[src/rtl/alu8_exec_stage.sv]
// Registered execute stage of the Simple ALU.
// Logic and pass ops finish at the accept edge. ADD/SUB run bit-serially, LSB first,
// one bit per clock. The result and flags are held under a valid/ready handshake.
module alu8_exec_stage #(
   parameter int WIDTH = 8
) (
   input  logic             clk,
   input  logic             rst_n,
   input  logic             in_valid,
   output logic             in_ready,
   input  logic [WIDTH-1:0] a,
   input  logic [WIDTH-1:0] b,
   input  logic [2:0]       op,
   output logic             out_valid,
   input  logic             out_ready,
   output logic [WIDTH-1:0] result,
   output logic             flag_z,
   output logic             flag_c,
   output logic             flag_n,
   output logic             busy
);

   localparam int CNT_W = (WIDTH > 2) ? $clog2(WIDTH) : 1;
   localparam logic [CNT_W-1:0] CNT_LAST = CNT_W'(WIDTH - 1);

   localparam logic [2:0] OP_AND    = 3'b000;
   localparam logic [2:0] OP_OR     = 3'b001;
   localparam logic [2:0] OP_XOR    = 3'b010;
   localparam logic [2:0] OP_NOT    = 3'b011;
   localparam logic [2:0] OP_ADD    = 3'b100;
   localparam logic [2:0] OP_SUB    = 3'b101;
   localparam logic [2:0] OP_PASS_A = 3'b110;
   localparam logic [2:0] OP_PASS_B = 3'b111;

   typedef enum logic [1:0] {
      IDLE   = 2'd0,
      SERIAL = 2'd1,
      DONE   = 2'd2
   } state_t;

   // Single-cycle result for every op that is not ADD/SUB.
   function automatic logic [WIDTH-1:0] logic_eval(input logic [2:0]       f_op,
                                                   input logic [WIDTH-1:0] x,
                                                   input logic [WIDTH-1:0] y);
      logic [WIDTH-1:0] r;
      r = '0;
      case (f_op)
         OP_AND:    r = x & y;
         OP_OR:     r = x | y;
         OP_XOR:    r = x ^ y;
         OP_NOT:    r = ~x;
         OP_PASS_A: r = x;
         OP_PASS_B: r = y;
         default:   r = '0;
      endcase
      return r;
   endfunction

   // Full-adder sum bit.
   function automatic logic fa_sum(input logic x, input logic y, input logic ci);
      return x ^ y ^ ci;
   endfunction

   // Full-adder carry: majority of the three inputs.
   function automatic logic fa_carry(input logic x, input logic y, input logic ci);
      return (x & y) | (x & ci) | (y & ci);
   endfunction

   state_t           state_q;
   state_t           state_d;

   logic             accept;
   logic             is_serial_op;
   logic             last_step;
   logic [WIDTH-1:0] logic_res;

   // Serial datapath registers. a_p0/b_p0 shift right so bit 0 is always the
   // current bit. acc_p0 collects sum bits from the top down.
   logic [WIDTH-1:0] a_p0;
   logic [WIDTH-1:0] b_p0;
   logic [WIDTH-2:0] acc_p0;
   logic             carry_p0;
   logic [CNT_W-1:0] cnt_p0;

   logic             bit_sum;
   logic             bit_carry;
   logic [WIDTH-1:0] acc_shift;

   assign in_ready  = (state_q == IDLE);
   assign out_valid = (state_q == DONE);
   assign busy      = (state_q == SERIAL);

   assign accept       = in_valid && (state_q == IDLE);
   assign is_serial_op = (op == OP_ADD) || (op == OP_SUB);
   assign logic_res    = logic_eval(op, a, b);

   assign bit_sum   = fa_sum(a_p0[0], b_p0[0], carry_p0);
   assign bit_carry = fa_carry(a_p0[0], b_p0[0], carry_p0);
   assign acc_shift = {bit_sum, acc_p0};
   assign last_step = (state_q == SERIAL) && (cnt_p0 == CNT_LAST);

   // State register. Reset aborts any serial op in flight.
   always_ff @(posedge clk) begin
      if (!rst_n) begin
         state_q <= IDLE;
      end else begin
         state_q <= state_d;
      end
   end

   // Next-state logic. A release from DONE always passes through IDLE, so a
   // release and a new accept never happen at the same edge.
   always_comb begin
      state_d = state_q;
      case (state_q)
         IDLE: begin
            if (in_valid) begin
               state_d = is_serial_op ? SERIAL : DONE;
            end
         end
         SERIAL: begin
            if (cnt_p0 == CNT_LAST) begin
               state_d = DONE;
            end
         end
         DONE: begin
            if (out_ready) begin
               state_d = IDLE;
            end
         end
         default: state_d = IDLE;
      endcase
   end

   // ---- stage p0: operand capture and one bit-step per clock ----
   // Load operands at accept. For SUB, b is stored inverted and carry starts at 1,
   // which gives two's-complement subtraction.
   always_ff @(posedge clk) begin
      if (accept) begin
         a_p0     <= a;
         b_p0     <= (op == OP_SUB) ? ~b : b;
         carry_p0 <= (op == OP_SUB);
         cnt_p0   <= '0;
         acc_p0   <= '0;
      end else if (state_q == SERIAL) begin
         a_p0     <= a_p0 >> 1;
         b_p0     <= b_p0 >> 1;
         carry_p0 <= bit_carry;
         cnt_p0   <= cnt_p0 + 1'b1;
         acc_p0   <= acc_shift[WIDTH-1:1];
      end
   end

   // ---- stage p1: architectural result and flags ----
   // These registers change only on the transition into DONE. A serial
   // computation in progress never shows up on result.
   always_ff @(posedge clk) begin
      if (!rst_n) begin
         result <= '0;
         flag_z <= 1'b0;
         flag_c <= 1'b0;
         flag_n <= 1'b0;
      end else if (accept && !is_serial_op) begin
         result <= logic_res;
         flag_z <= (logic_res == '0);
         flag_c <= 1'b0;
         flag_n <= logic_res[WIDTH-1];
      end else if (last_step) begin
         result <= acc_shift;
         flag_z <= (acc_shift == '0);
         flag_c <= bit_carry;
         flag_n <= acc_shift[WIDTH-1];
      end
   end

   // Result must stay stable while the consumer back-pressures.
   a_hold_stable : assert property (@(posedge clk) disable iff (!rst_n)
      (out_valid && !out_ready) |=> ($stable(result) && $stable(flag_z) &&
                                     $stable(flag_c) && $stable(flag_n)));

   // Only the three encoded states are ever reachable.
   a_state_legal : assert property (@(posedge clk) disable iff (!rst_n)
      (state_q != 2'd3));

endmodule

[config.mk]
export PLATFORM = sky130hd
export DESIGN_NAME = alu8_exec_stage
export DESIGN_NICKNAME = d
export VERILOG_FILES = /design/src/rtl/alu8_exec_stage.sv
export SDC_FILE = /design/constraint.sdc
export NUM_CORES = 1
export LEC_CHECK = 0
export BUFFER_PORTS_ARGS = -buffer_cell sky130_fd_sc_hd__buf_2
export CORE_MARGIN = 1.5
export CORE_UTILIZATION = 51
export DETAILED_ROUTE_END_ITERATION = 10
export PLACE_DENSITY = 0.79
export SYNTH_ARGS = -nofsm -noshare
export SYNTH_HDL_FRONTEND = slang
export SYNTH_SLANG_ARGS = --single-unit
[constraint.sdc]
create_clock -name clk -period 1.7 [get_ports clk]
set_input_delay 0.17 -clock clk [delete_from_list [all_inputs] [get_ports clk]]
set_output_delay 0.17 -clock clk [all_outputs]
set_load 0.005 [all_outputs]
* Word-level counts from Yosys, hierarchy flattened
Index checks and enable logic that the tools add are counted.
** Word-level totals
- Word-level logic and storage cells :: 69
- Output and inout port bits :: 14
- Register bits after elaboration :: 40
** Operators by class
- Multiplexer cells :: 19
- Add/subtract/negate cells :: 1
- Equal/unequal tests :: 13
- Reductions and logical operators :: 13
- Bitwise gates (word level) :: 13
** Operator list (count)
- $mux W8 :: 7
- $pmux W8 S6 :: 1
- $logic_not A8 Y1 :: 2
- $not A8 Y8 :: 2
- $eq A3 B3 Y1 const B :: 5
- $and A8 B8 Y8 :: 1
- $mux W2 :: 4
- $or A8 B8 Y8 :: 1
- $xor A8 B8 Y8 :: 1
- $eq A3 B2 Y1 const B :: 2
- $mux W1 :: 6
- $pmux W2 S3 :: 1
- $ne A2 B1 Y1 const B :: 2
- $reduce_bool A2 Y1 :: 2
- $add A3 B1 Y3 const B :: 1
- $and A1 B1 Y1 :: 3
- $eq A3 B1 Y1 const B :: 1
- $logic_and A1 B1 Y1 :: 3
- $logic_not A3 Y1 :: 1
- $reduce_and A3 Y1 :: 1
- $eq A2 B1 Y1 const B :: 1
- $eq A2 B2 Y1 const B :: 1
- $logic_not A2 Y1 :: 1
- $ne A2 B2 Y1 const B :: 1
- other kinds (6) :: 8

* Depth between registers and ports, before layout
Gate-level depths: netlist of run 1.
- Depth in word-level cells :: 5
- Gate-level depth with buffers :: 8

* Worst setup path before layout of run 1
Ideal clock, no wire load.
- Path type :: register -> register
- From :: register cnt_p0[0]
- To :: register result[4]
- Slack :: 0.016 ns
- Arrival :: 1.539 ns
- Cell stages (with the launch flop) :: 8
- Library setup time :: 0.145 ns
- Path buffers :: 1
- Period minus slack after synthesis :: 1.684 ns
- Cells stage by stage :: dfxtp_1 -> ha_1 -> ha_1 -> nand3b_1 -> buf_2 -> mux2_2 -> o21ai_0 -> a31oi_1
** Between the ends
- Cells in the longest elaborated chain, start to end :: 3
** Ends and longest elaborated chain
- start: declaration :: line 83 : logic [CNT_W-1:0] cnt_p0;
- start signal: assignment :: line 149 : cnt_p0 <= cnt_p0 + 1'b1;
- $eq A3 B3 Y1 :: line 100 : assign last_step = (state_q == SERIAL) && (cnt_p0 == CNT_LAST);
- $logic_and A1 B1 Y1 :: line 100
- $reduce_bool A2 Y1 (no line)
- end signal: assignment :: line 164 : result <= logic_res;
- end signal: assignment :: line 169 : result <= acc_shift;
- end: declaration :: line 16 : output logic [WIDTH-1:0] result,
Every way passes these cells.
A chain may end at the register's enable or synchronous reset.

* Final worst setup path of run 1
- From :: register cnt_p0[0]
- To :: register result[7]
Same word-level chain as after synthesis.

==> run_results.csv, run 1 <==
group,metric,value,unit
routing,drt-wirelength-per-cell,14.5,um
critical_path,r2r_end,"result[7]",
global_route,grt_overflow,0,
critical_path,crit_top_cell,"ha_2",
timing,setup_viol,0,
power,powerDensity,760,nW/um2
critical_path,path_cells,"ha_2, ha_2, nand3b_1, buf_6, mux2i_1, a221oi_2",
critical_path,critPathTopFamily,"flip-flops",
global_route,grt_pass1_vias,2058,
critical_path,cp.required,1900,ps
critical_path,worstPathArrival,1850,ps
cts,cts_buffer_depth,2,
final_layout,stdcell_area,3010,um2
critical_path,crit_buf_inv,1,
critical_path,crit_path_end_kind,"flop",
timing,fin_crit_sh,96.9,%
critical_path,cpPeakStageDelay,340,ps
critical_path,r2r_cells,6,
cts,cts_sinks,39,
global_route,antenna_found_initial,0,
synthesis,yosysSeqAreaShare,38.8,%
cts,cts_made_buffers,5,
die,core,4690,um2
routing,drtPass1Iterations,4,
power,vdd_ir_drop_max,0.503,mV
synthesis,ys_types,45,
critical_path,crit_fanout,6,
final_layout,final_cell_mix,"52 x nand2_1, 36 x buf_2, 30 x buf_4",
critical_path,critPathKind,"flop to flop",
hold_path,worstHoldStart,"rst_n",
timing,fin_crit,1650,ps
cts,ctsRootBufferMaster,"clkbuf_8",
routing,route.detailed.drc,0,
timing,worstMarginPinSlew,380,ps
synthesis,netlist_instances,274,
final_layout,finalNetCount,376,
final_layout,final_common_cell,"nand2_1",
synthesis,synth_nets,316,
place,routabilityCongestion,0.897,
global_route,grt_pass1_wl,9.40,mm
die,die_width,72.3,um
routing,vias_per_cell,5.60,
hold_path,min_path_cells,2,
final_layout,fillers,396,
place,postPlaceCellArea,2880,um2
flow_run,maxCapViolations,0,
final_layout,drive_gt1_share,29.6,%
place,port_buffers,36,
hold_path,hp-class,"input pin to flop",
cts,cts_tree,"built",
timing,slew_violations,0,
die,initial_utilization,52.3,%
global_route,track_usage,23.1,%
cts,insertion_delay,290,ps
timing,hold_violations,0,
cts,htree_levels,2,
final_layout,syn2layout_area_growth,22.8,%
outcome,status,"finished clean",
cts,hold_buffers,0,
die,die_h,72.3,um
critical_path,cp-start-kind,"flop",
critical_path,r2r_slack,50,ps
final_layout,diodes,0,
place,detailed_place_hpwl,4.21,mm
timing,finClkSkew,5.67,ps
hold_path,hold-path-endpoint,"result[6]",
critical_path,r2r-start,"cnt_p0[0]",
routing,drt_wl_total,5.63,mm
synthesis,ys_warn_count,0,
synthesis,netlist_area,2450,um2
synthesis,synth_seq_cells,39,
routing,ant_nets,0,
synthesis,avgSynthCellArea,8.95,um2
routing,num_vias,2178,
timing,relSlewSlack,74.0,%
routing,initialDrtViolationCount,139,
timing,hold_ws,164,ps
global_route,grt_max_degree,34,
critical_path,cpMaxStageDelayCell,"dfxtp_2",
die,io_pins,37,
power,p_leak,1.37,nW
timing,clock.fmax,607,MHz
cts,path_clk_slew,80,ps
die,dieArea,5230,um2
die,rows,25,
timing,setup-tns-final,0,ps
sequential cells by signal, summed over array words and instances, names as in the netlist:
signal    cells
b_p0          8
a_p0          8
state_q       2
flag_z        1
cnt_p0        3
carry_p0      1
result        8
acc_p0        7
flag_c        1
logic make-up (layout without fill, tap and decap cells):
group / after synthesis / count (layout) / synth area share (%)
xor gates and xnor gates: 9 / 9 / 3.21
buffers and inverters: 35 / 96 / 6.27
muxes: 17 / 17 / 7.60
DFF: 39 / 39 / 38.8
adders and majority gates: 19 / 19 / 10.0
and+or+nand+nor: 86 / 86 / 15.3
AOI/OAI and AO/OA: 69 / 69 / 18.8
power breakdown:
group / leakage (nW) / switching, W / internal, W
registers: 0.347 / 0.0000342 / 0.00108
logic: 0.976 / 0.000306 / 0.000268
clock network: 0.0455 / 0.000317 / 0.000288
total: 1.37 / 0.000657 / 0.00163
synth_stat cells (all sizes together):
cell type / number / area [um2]
nor2: 13 / 51.3
a2111oi: 1 / 8.76
o41ai: 1 / 16.3
mux2i: 7 / 70.1
nand2b: 5 / 31.3
nand3: 1 / 5.00
fa: 1 / 20.0
dfxtp: 22 / 440
a2bb2oi: 1 / 15.0
a311oi: 1 / 15.0
o221ai: 1 / 8.76
a211o: 2 / 17.5
buf: 7 / 48.8
nand4: 3 / 18.8
and3: 1 / 6.26
a31oi: 4 / 25.0
nor3: 2 / 10.0
ha: 18 / 225
xnor2: 9 / 78.8
a21boi: 1 / 7.51
o21ai: 23 / 115
a221oi: 3 / 26.3
nand2: 52 / 195
edfxtp: 17 / 510
a21oi: 14 / 70.1
mux2: 10 / 116
o211a: 1 / 10.0
and2: 1 / 6.26
inv: 18 / 67.6
nor4: 3 / 18.8
a22o: 1 / 8.76
nand3b: 1 / 7.51
o211ai: 12 / 95.1
clkbuf: 9 / 33.8
nor2b: 4 / 25.0
a211oi: 3 / 22.5
clkinv: 1 / 3.75
metrics by stage:
stage          cells  worst slack, ps  power, W  utilization [%]
2_1_floorplan    274             16.0   0.00145                -
3_3_place_gp     380             39.2   0.00166             61.4
3_5_place_dp     380             21.5   0.00167             61.4
4_1_cts          388             13.7   0.00227             63.4
5_1_grt          389            -25.8   0.00241             64.2
6_report         389             52.6   0.00229             64.2
layer usage:
metal  track usage [%]  share of wire, %  wire length (um)  up-vias
met5                 0                 0                 0        -
met4              6.50               2.0               113        0
met3              4.72               4.9               276       12
met2              36.2                47              2640       74
met1              32.4                46              2600     1008
li1                  -                 -                 -     1084
worst reg2reg max path, stage by stage, from the launching register on:
cell and delay, ps:
dfxtp_2 340, ha_2 170, ha_2 160, nand3b_1 240
buf_6 240, mux2i_1 150, a221oi_2 260
repair_timing:
action	CTS	global route
hold endpoints to repair	0	0
setup endpoints to repair	1	6
resized for setup	3	9
buffers inserted	0	1
pin swaps	2	4
worst max-delay path by stage:
stage | end | from | slack [ps] | cells past startpoint
2_1_floorplan | result[4] | cnt_p0[0] | 20 | 7
3_3_place_gp | flag_z | b[3] | 40 | 8
3_5_place_dp | flag_z | b[3] | 20 | 8
4_1_cts | result[4] | cnt_p0[0] | 10 | 6
5_1_grt | flag_z | carry_p0 | -30 | 6
6_report | result[7] | cnt_p0[0] | 50 | 6
area by class of cell:
type	instances	area (um2)	area share (%)
tap	54	67.6	2.24
multi-input combinational	200	1380	45.8
clock inverter	2	11.3	0.374
inverter	19	71.3	2.37
sequential	39	953	31.7
timing repair buffer	69	457	15.2
clock buffer	6	72.6	2.41
No activity file was read; power rests on OpenSTA's default activity.
==> run 2: changes to the inputs <==
--- a/config.mk
+++ b/config.mk
@@ -10,6 +10,7 @@
 export CORE_UTILIZATION = 51
 export DETAILED_ROUTE_END_ITERATION = 10
 export PLACE_DENSITY = 0.79
+export SETUP_SLACK_MARGIN = 0.1
 export SYNTH_ARGS = -nofsm -noshare
 export SYNTH_HDL_FRONTEND = slang
 export SYNTH_SLANG_ARGS = --single-unit
==> run 2 against run 1 <==
Compared with the run above:
- critical path depth down 2
- setup slack better by 71 ps
- register-to-register slack better by 70 ps
- global-route usage up 0.78 points
- combinational power up 3%
- wire length up 4.1%
- cell count down 0.51%
- non-clock buffer count down 2
- maximum frequency up 4.5%
- total power up 7.5%
- flip-flop and latch count unchanged
- first-iteration DRC count up 21%
==> run_results.csv, run 2 (synthesis results as in run 1) <==
group,metric,value,unit
cts,path_clk_slew,80,ps
final_layout,drive_gt1_share,29.7,%
timing,fin_crit,1580,ps
routing,ant_nets,0,
global_route,grt_overflow,0,
timing,slew_violations,0,
timing,setup_viol,0,
timing,setup-tns-final,0,ps
critical_path,cp.required,1910,ps
power,vdd_ir_drop_max,0.487,mV
timing,hold_violations,0,
place,routabilityCongestion,0.932,
final_layout,fillers,385,
final_layout,finalNetCount,374,
cts,insertion_delay,300,ps
die,dieArea,5230,um2
critical_path,cpMaxStageDelayCell,"fa_2",
power,p_leak,1.38,nW
hold_path,hp-class,"input pin to flop",
cts,cts_made_buffers,5,
power,p_comb_share,24.0,%
cts,cts_sinks,39,
routing,wl_met2,2.86,mm
power,internal-power,0.00177,W
routing,drtPass1Iterations,4,
global_route,track_usage,23.8,%
timing,rsz0062_at_grt,"yes",
routing,wl_met1,2.63,mm
routing,highest_layer,"met4",
die,initial_utilization,52.3,%
timing,relSlewSlack,68.4,%
critical_path,crit_fanout,2,
routing,route.met3.wl,314,um
global_route,grt_max_degree,33,
critical_path,cpPeakStageDelay,650,ps
power,powerDensity,812,nW/um2
critical_path,crit_path_end_kind,"flop",
final_layout,final_cell_mix,"52 x nand2_1, 36 x buf_2, 27 x buf_4",
flow_run,maxCapViolations,0,
final_layout,syn2layout_area_growth,23.6,%
global_route,grt_pass1_vias,2072,
place,port_buffers,36,
die,rows,25,
routing,vias_per_cell,5.62,
outcome,status,"finished clean",
cts,ctsRootBufferMaster,"clkbuf_8",
global_route,antenna_found_initial,0,
timing,worstMarginPinSlew,473,ps
cts,htree_levels,2,
cts,cts_tree,"built",
final_layout,final_common_cell,"nand2_1",
die,die_width,72.3,um
final_layout,diodes,0,
power,p_seq_share,45.2,%
timing,fin_crit_sh,92.8,%
die,core,4690,um2
critical_path,path_cells,"fa_2, buf_6, mux2i_2, a221oi_2",
timing,finClkSkew,3.28,ps
routing,num_vias,2175,
die,io_pins,37,
routing,initialDrtViolationCount,168,
critical_path,crit_buf_inv,1,
timing,clock.fmax,634,MHz
cts,cts_buffer_depth,2,
routing,drt_wl_total,5.87,mm
die,die_h,72.3,um
cts,hold_buffers,0,
routing,route.detailed.drc,0,
critical_path,worstPathArrival,1790,ps
global_route,grt_pass1_wl,9.61,mm
critical_path,critPathKind,"flop to flop",
critical_path,cp-start-kind,"flop",
timing,hold_ws,173,ps
critical_path,critPathTopFamily,"adder cells",
routing,drt-wirelength-per-cell,15.2,um
final_layout,largestRegisters,"a_p0: 8 flops, b_p0: 8 flops, result: 8 flops",
place,detailed_place_hpwl,4.28,mm
power,p_switching,0.000693,W
power,clkPwrFrac,30.8,%
power,swShare,28.1,%
==> run 2: path summary, 6_finish.rpt <==
path	start	to	slack [ps]	cells past startpoint
max reg2reg	a_p0[0]	result[7]	120	4
max	a_p0[0]	result[7]	120	4
min reg2reg	cnt_p0[1]	cnt_p0[1]	480	2
min	out_ready	state_q[1]	170	3
==> run 2: per-stage QoR <==
step	power (W)	util, %	area [um2]	instances	worst slack (ps)
after floorplan	0.00145	-	2460	274	111
after global placement	0.00165	60.5	2840	376	11.9
after detailed placement	0.00167	60.5	2840	376	-29.0
after CTS	0.00241	63.3	2970	385	46.5
after global routing	0.00258	64.6	3030	387	45.9
final	0.00246	64.6	3030	387	123
==> run 2: power groups by stage <==
stage                     clock [W]  combinational, W  sequential [W]
final                      0.000758          0.000591         0.00111
after global routing       0.000802          0.000656         0.00112
after CTS                  0.000758          0.000541         0.00111
after detailed placement          0          0.000537         0.00113
after global placement            0          0.000519         0.00113
after floorplan                   0          0.000322         0.00113
==> run 2: what timing repair did <==
| action | CTS | global route |
|---|---|---|
| setup buffers | 1 | 2 |
| setup endpoints to repair | 8 | 9 |
| cloned | 0 | 0 |
| gates resized for setup | 2 | 14 |
| pin swaps | 3 | 4 |
==> run 2: layer usage <==
layer / vias to the layer above / GRT usage (%)
met4: 0 / 6.08
met1: 1028 / 31.9
met5: - / 0
met3: 8 / 5.28
met2: 65 / 39.4
li1: 1074 / -
==> run 2: worst min-delay path, stage by stage <==
cell	delay [ps]
buf_2	70
nand2b_1	100
a31oi_1	80
==> run 2: cell type report <==
type                       count  area [um2]  area share, %
clock buffer                   7         108           3.55
clock inverter                 1        5.00          0.165
inverter                      19        71.3           2.35
multi-input combinational    200        1390           45.9
sequential                    39         952           31.4
tap                           54        67.6           2.23
timing repair buffer          67         437           14.4
